<file path="src/rtl/fde_pkg.sv">
// Shared constants, opcodes, FSM states and the constant program image
// for the FDE accumulator CPU.
package fde_pkg;

  localparam int ADDR_W = 4;
  localparam int DATA_W = 8;
  localparam int OP_W   = DATA_W - ADDR_W;

  localparam logic [OP_W-1:0] OP_NOP  = 4'h0;
  localparam logic [OP_W-1:0] OP_LDI  = 4'h1;
  localparam logic [OP_W-1:0] OP_LDA  = 4'h2;
  localparam logic [OP_W-1:0] OP_STA  = 4'h3;
  localparam logic [OP_W-1:0] OP_ADD  = 4'h4;
  localparam logic [OP_W-1:0] OP_SUB  = 4'h5;
  localparam logic [OP_W-1:0] OP_ADDI = 4'h6;
  localparam logic [OP_W-1:0] OP_AND  = 4'h7;
  localparam logic [OP_W-1:0] OP_OR   = 4'h8;
  localparam logic [OP_W-1:0] OP_XOR  = 4'h9;
  localparam logic [OP_W-1:0] OP_JMP  = 4'hA;
  localparam logic [OP_W-1:0] OP_JZ   = 4'hB;
  localparam logic [OP_W-1:0] OP_HLT  = 4'hF;

  typedef enum logic [1:0] {S_FETCH, S_DECODE, S_EXECUTE} state_t;

  function automatic logic [DATA_W-1:0] rom_image(input logic [ADDR_W-1:0] a);
    case (a)
      4'd0:    return 8'h15;
      4'd1:    return 8'h30;
      4'd2:    return 8'h63;
      4'd3:    return 8'h31;
      4'd4:    return 8'h40;
      4'd5:    return 8'h32;
      4'd6:    return 8'h51;
      4'd7:    return 8'h33;
      4'd8:    return 8'hF0;
      default: return 8'h00;
    endcase
  endfunction

  // Opcodes that load the accumulator and therefore also refresh Z.
  function automatic logic writes_acc(input logic [OP_W-1:0] op);
    return (op >= OP_LDI) && (op <= OP_XOR) && (op != OP_STA);
  endfunction

endpackage

</file>
<file path="src/rtl/fde_alu.sv">
// Combinational accumulator datapath; passes ACC through for non-ALU opcodes.
module fde_alu
  import fde_pkg::*;
(
  input  logic [OP_W-1:0]   opcode,
  input  logic [DATA_W-1:0] acc,
  input  logic [DATA_W-1:0] operand,
  input  logic [ADDR_W-1:0] imm,
  output logic [DATA_W-1:0] result,
  output logic              zero
);

  logic [DATA_W-1:0] imm_ext;
  assign imm_ext = {{OP_W{1'b0}}, imm};

  always_comb begin
    result = acc;
    case (opcode)
      OP_LDI:  result = imm_ext;
      OP_LDA:  result = operand;
      OP_ADD:  result = acc + operand;
      OP_SUB:  result = acc - operand;
      OP_ADDI: result = acc + imm_ext;
      OP_AND:  result = acc & operand;
      OP_OR:   result = acc | operand;
      OP_XOR:  result = acc ^ operand;
      default: result = acc;
    endcase
    zero = (result == '0);
  end

endmodule

</file>
<file path="src/rtl/fde_cpu.sv">
// 8-bit accumulator CPU: 3-phase fetch/decode/execute sequencer with an
// internal program ROM and data RAM; exposes only the last store.
module fde_cpu
  import fde_pkg::*;
(
  input  logic              i_clk,
  input  logic              i_reset,
  input  logic              i_stop,
  output logic [ADDR_W-1:0] o_write_add,
  output logic [DATA_W-1:0] o_write_data
);

  state_t            state, state_n;
  logic [ADDR_W-1:0] pc;
  logic [DATA_W-1:0] ir;
  logic [DATA_W-1:0] acc;
  logic              z;
  logic              halted;
  logic [OP_W-1:0]   opcode;
  logic [ADDR_W-1:0] operand;
  logic [DATA_W-1:0] opnd_data;
  logic [DATA_W-1:0] ram [2**ADDR_W];

  logic [DATA_W-1:0] alu_result;
  logic              alu_zero;

  fde_alu u_alu (
    .opcode  (opcode),
    .acc     (acc),
    .operand (opnd_data),
    .imm     (operand),
    .result  (alu_result),
    .zero    (alu_zero)
  );

  // Halted machine parks in FETCH until reset.
  always_comb begin
    state_n = state;
    case (state)
      S_FETCH:   if (!halted) state_n = S_DECODE;
      S_DECODE:  state_n = S_EXECUTE;
      S_EXECUTE: state_n = S_FETCH;
      default:   state_n = S_FETCH;
    endcase
  end

  always_ff @(posedge i_clk) begin
    if (i_reset) begin
      state        <= S_FETCH;
      pc           <= '0;
      ir           <= '0;
      acc          <= '0;
      z            <= 1'b1;
      halted       <= 1'b0;
      opcode       <= OP_NOP;
      operand      <= '0;
      opnd_data    <= '0;
      o_write_add  <= '0;
      o_write_data <= '0;
      for (int i = 0; i < 2**ADDR_W; i++) ram[i] <= '0;
    end else if (!i_stop) begin
      state <= state_n;
      case (state)
        S_FETCH: if (!halted) begin
          ir <= rom_image(pc);
          pc <= pc + 1'b1;
        end
        S_DECODE: begin
          opcode    <= ir[DATA_W-1:ADDR_W];
          operand   <= ir[ADDR_W-1:0];
          opnd_data <= ram[ir[ADDR_W-1:0]];
        end
        S_EXECUTE: begin
          if (writes_acc(opcode)) begin
            acc <= alu_result;
            z   <= alu_zero;
          end
          case (opcode)
            OP_STA: begin
              ram[operand] <= acc;
              o_write_add  <= operand;
              o_write_data <= acc;
            end
            OP_JMP:  pc <= operand;
            OP_JZ:   if (z) pc <= operand;
            OP_HLT:  halted <= 1'b1;
            default: ;
          endcase
        end
        default: ;
      endcase
    end
  end

endmodule

</file>
<file path="config.mk">
export PLATFORM = sky130hd
export DESIGN_NAME = fde_cpu
export DESIGN_NICKNAME = d
export VERILOG_FILES = /design/src/rtl/fde_pkg.sv /design/src/rtl/fde_alu.sv /design/src/rtl/fde_cpu.sv
export SDC_FILE = /design/constraint.sdc
export NUM_CORES = 1
export LEC_CHECK = 0
export ABC_AREA = 1
export CORE_MARGIN = 1
export CORE_UTILIZATION = 61
export CTS_CLUSTER_SIZE = 8
export DETAILED_ROUTE_END_ITERATION = 10
export MAX_ROUTING_LAYER = met4
export PLACE_DENSITY = 0.79
export SLEW_MARGIN = 30
export SYNTH_ARGS = -nofsm -noshare
export SYNTH_HDL_FRONTEND = slang
export SYNTH_SLANG_ARGS = --single-unit
</file>
<file path="constraint.sdc">
create_clock -name i_clk -period 2.95 [get_ports i_clk]
set_input_delay 0.7375 -clock i_clk [delete_from_list [all_inputs] [get_ports i_clk]]
set_output_delay 0.7375 -clock i_clk [all_outputs]
set_load 0.03 [all_outputs]
</file>
==> out/results.txt <==
Netlist cell types: 40
Most common cell after layout, fill and taps aside: nand2_1
Routed Antenna Nets: 0
Crit path from: opcode[0]
Max Slew Vio Count: 0
Hold-fix buffers, CTS: 0
CTS tree: done
Die area: 10310 µm²
Avg Cell Area, Syn: 8.076 µm²
Layout cell share with drive strength beyond 1: 10.33%
Final GP Congestion: 0.9367
Max cap viols: 0
Antenna violations before repair: 0
Largest net degree at the start of global routing: 35
Via count: 5270
Max H-tree Level: 4
Crit path to: z
Flop-to-flop setup slack: 290 ps
WP data required: 3370 ps
Final net count: 808
Max Buffers Root-to-Sink: 2
Cell Count, Final, Fillers Out: 913
Worst-Margin Slew: 876.2 ps
Critical-path maximum fanout: 7
Pwr/cell area: 585.2 nW/µm²
Status: completed
HP Class: reg -> reg
Drt first pass iters: 7
Ports: 15
Die Wd: 101.5 µm
Placed cells: 881
Total chip power: 4050 µW
Clock skew: 7.460 ps
Reg clk slew, reported paths: 60 ps
FF+latch count, synth: 113
Crit share post-route: 90.04%
Crit path arrival time: 3070 ps
Ys Warns: 0
Most frequent cells in the layout: nand2_1, nor2_1, o21ai_0, edfxtp_1, inv_1
Cell Area, Synth: 6041 µm²
Post CTS Setup Buffer Count: 0
Post-synthesis sequential area ratio: 48.05%
Drt drc: 0
Critical Path End Type: flop
Post_cts resized: 0
Pre-CTS setup slack: 77.54 ps
GRT overflow: 0
IO Port Bufs: 13
Clk_lat worst skew: 530 ps
Worst Setup Slack, final: 293.8 ps
CTS Buf Count: 17
Period minus WS final: 2656 ps
Syn_nets: 785
Vias/cell: 5.772
Cell Rows: 35
Clk root buf: clkbuf_8
RSZ-0062 raised after global routing: false
Core ar.: 9415 µm²
Reg2reg end: z
Area Overhead vs Synth: 14.56%
R2r worst-path depth: 15
Clock Sinks: 113
Fin Setup TNS: 0 ps
FF-to-FF Start: opcode[0]
WHS: 468.2 ps
Maximum VDD drop: 0.4032 mV
WL final: 15.74 mm
Rel. slew slack: 41.52%
Vias in the first global route: 5067
Iteration-0 DRC Markers: 448
Lkg Pwr: 0.002932 µW
Crit Path Category: reg -> reg
HPWL after DPL: 11.18 mm
First-pass GRT wire length: 25.31 mm
Worst Setup Start Kind: flop
Average wire per standard cell: 17.24 µm
FMAX: 376.5 MHz
Initial core utilization: 64.16%
Syn Inst Count: 748
Final Hold Viols: 0
Height of the die: 101.5 µm
GRT Total Usage: 34.53%
Setup violations, final: 0
Antenna fix cells: 0
registers in the layout, indices dropped and copies added (netlist names), 2 cells and up:
| register | flops |
|---|---|
| ir | 7 |
| opcode | 4 |
| o_write_data | 8 |
| ram | 64 |
| opnd_data | 8 |
| acc | 8 |
| operand | 3 |
| o_write_add | 3 |
| state | 2 |
| pc | 4 |
cells in the mapped netlist (all sizes together):
| cell | n | share of area, % |
|---|---|---|
| a211oi | 2 | 0.25 |
| a21oi | 41 | 3.4 |
| a221oi | 2 | 0.29 |
| a22oi | 2 | 0.25 |
| a31o | 1 | 0.15 |
| a31oi | 1 | 0.10 |
| buf | 4 | 0.39 |
| clkbuf | 25 | 1.6 |
| conb | 1 | 0.062 |
| dfxtp | 49 | 16 |
| edfxtp | 64 | 32 |
| fa | 1 | 0.33 |
| ha | 33 | 6.8 |
| inv | 66 | 4.1 |
| nand2 | 156 | 10 |
| nand3 | 35 | 3.1 |
| nand3b | 5 | 0.62 |
| nand4 | 2 | 0.21 |
| nor2 | 144 | 9.5 |
| nor3 | 4 | 0.60 |
| nor3b | 1 | 0.12 |
| nor4 | 2 | 0.21 |
| o211ai | 2 | 0.25 |
| o21ai | 83 | 6.9 |
| o22ai | 16 | 1.7 |
| o31ai | 1 | 0.12 |
| or2 | 2 | 0.21 |
| or4 | 1 | 0.12 |
| xor2 | 2 | 0.29 |
logic make-up after synthesis:
group | after synthesis | synth area share, %
compound gates | 151 | 13.34
xor+xnor | 2 | 0.2900
fa+ha+maj | 34 | 7.167
buf+inv | 95 | 6.048
flops | 113 | 48.05
other cells | 1 | 0.06208
simple gates | 352 | 25.04
worst min path at each step:
| stage | slack [ps] | depth (start not counted) | from | end |
|---|---|---|---|---|
| after floorplan | 440 | 2 | z | z |
| after global placement | 450 | 2 | halted | halted |
| after detailed placement | 460 | 2 | ir[7] | ir[7] |
| after CTS | 470 | 2 | ir[7] | ir[7] |
| after global routing | 500 | 2 | state[1] | state[1] |
| final | 470 | 2 | ir[7] | ir[7] |
layer usage:
metal | GRT usage, % | part of all wire, % | vias up
met4 | 19.62 | 4.3 | 0
met3 | 8.006 | 8.2 | 58
li1 | - | - | 2537
met5 | - | 0 | -
met2 | 53.69 | 47 | 244
met1 | 41.19 | 41 | 2431
critical path: stages, from the launching register on:
cell	delay, ps
dfxtp_1	460
nand2_2	150
nor2_4	200
o31ai_2	100
o21ai_0	340
ha_1	340
a21oi_1	170
o21ai_0	90
a21oi_1	220
inv_1	60
nand3_1	80
nand3_1	60
nand2_1	60
nand2_1	90
nand2_1	80
nand2_1	40
where the power goes:
| part | total (µW) | internal, µW | leakage, µW | switching, µW |
|---|---|---|---|---|
| sequential | 1760 | 1710 | 0.00106 | 41.3 |
| combinational | 394 | 119 | 0.00162 | 276 |
| clock | 1900 | 1120 | 0.000257 | 780 |
| total | 4050 | 2950 | 0.00293 | 1100 |
per-stage QoR:
stage	utilization, %	cell area (µm²)
after floorplan	-	6041
after global placement	67.60	6365
after detailed placement	67.60	6365
after CTS	73.44	6914
after global routing	73.50	6920
final	73.50	6920
layout make-up:
cell class                 count  area [µm²]
fill                         694        2495
clock inverter                15       135.1
multi-input combinational    540        2778
inverter                      66       247.7
tap                          129       161.4
clock buffer                  17       414.1
timing repair buffer          33       280.3
sequential                   113        2904
(Power assumes the default switching activity.)
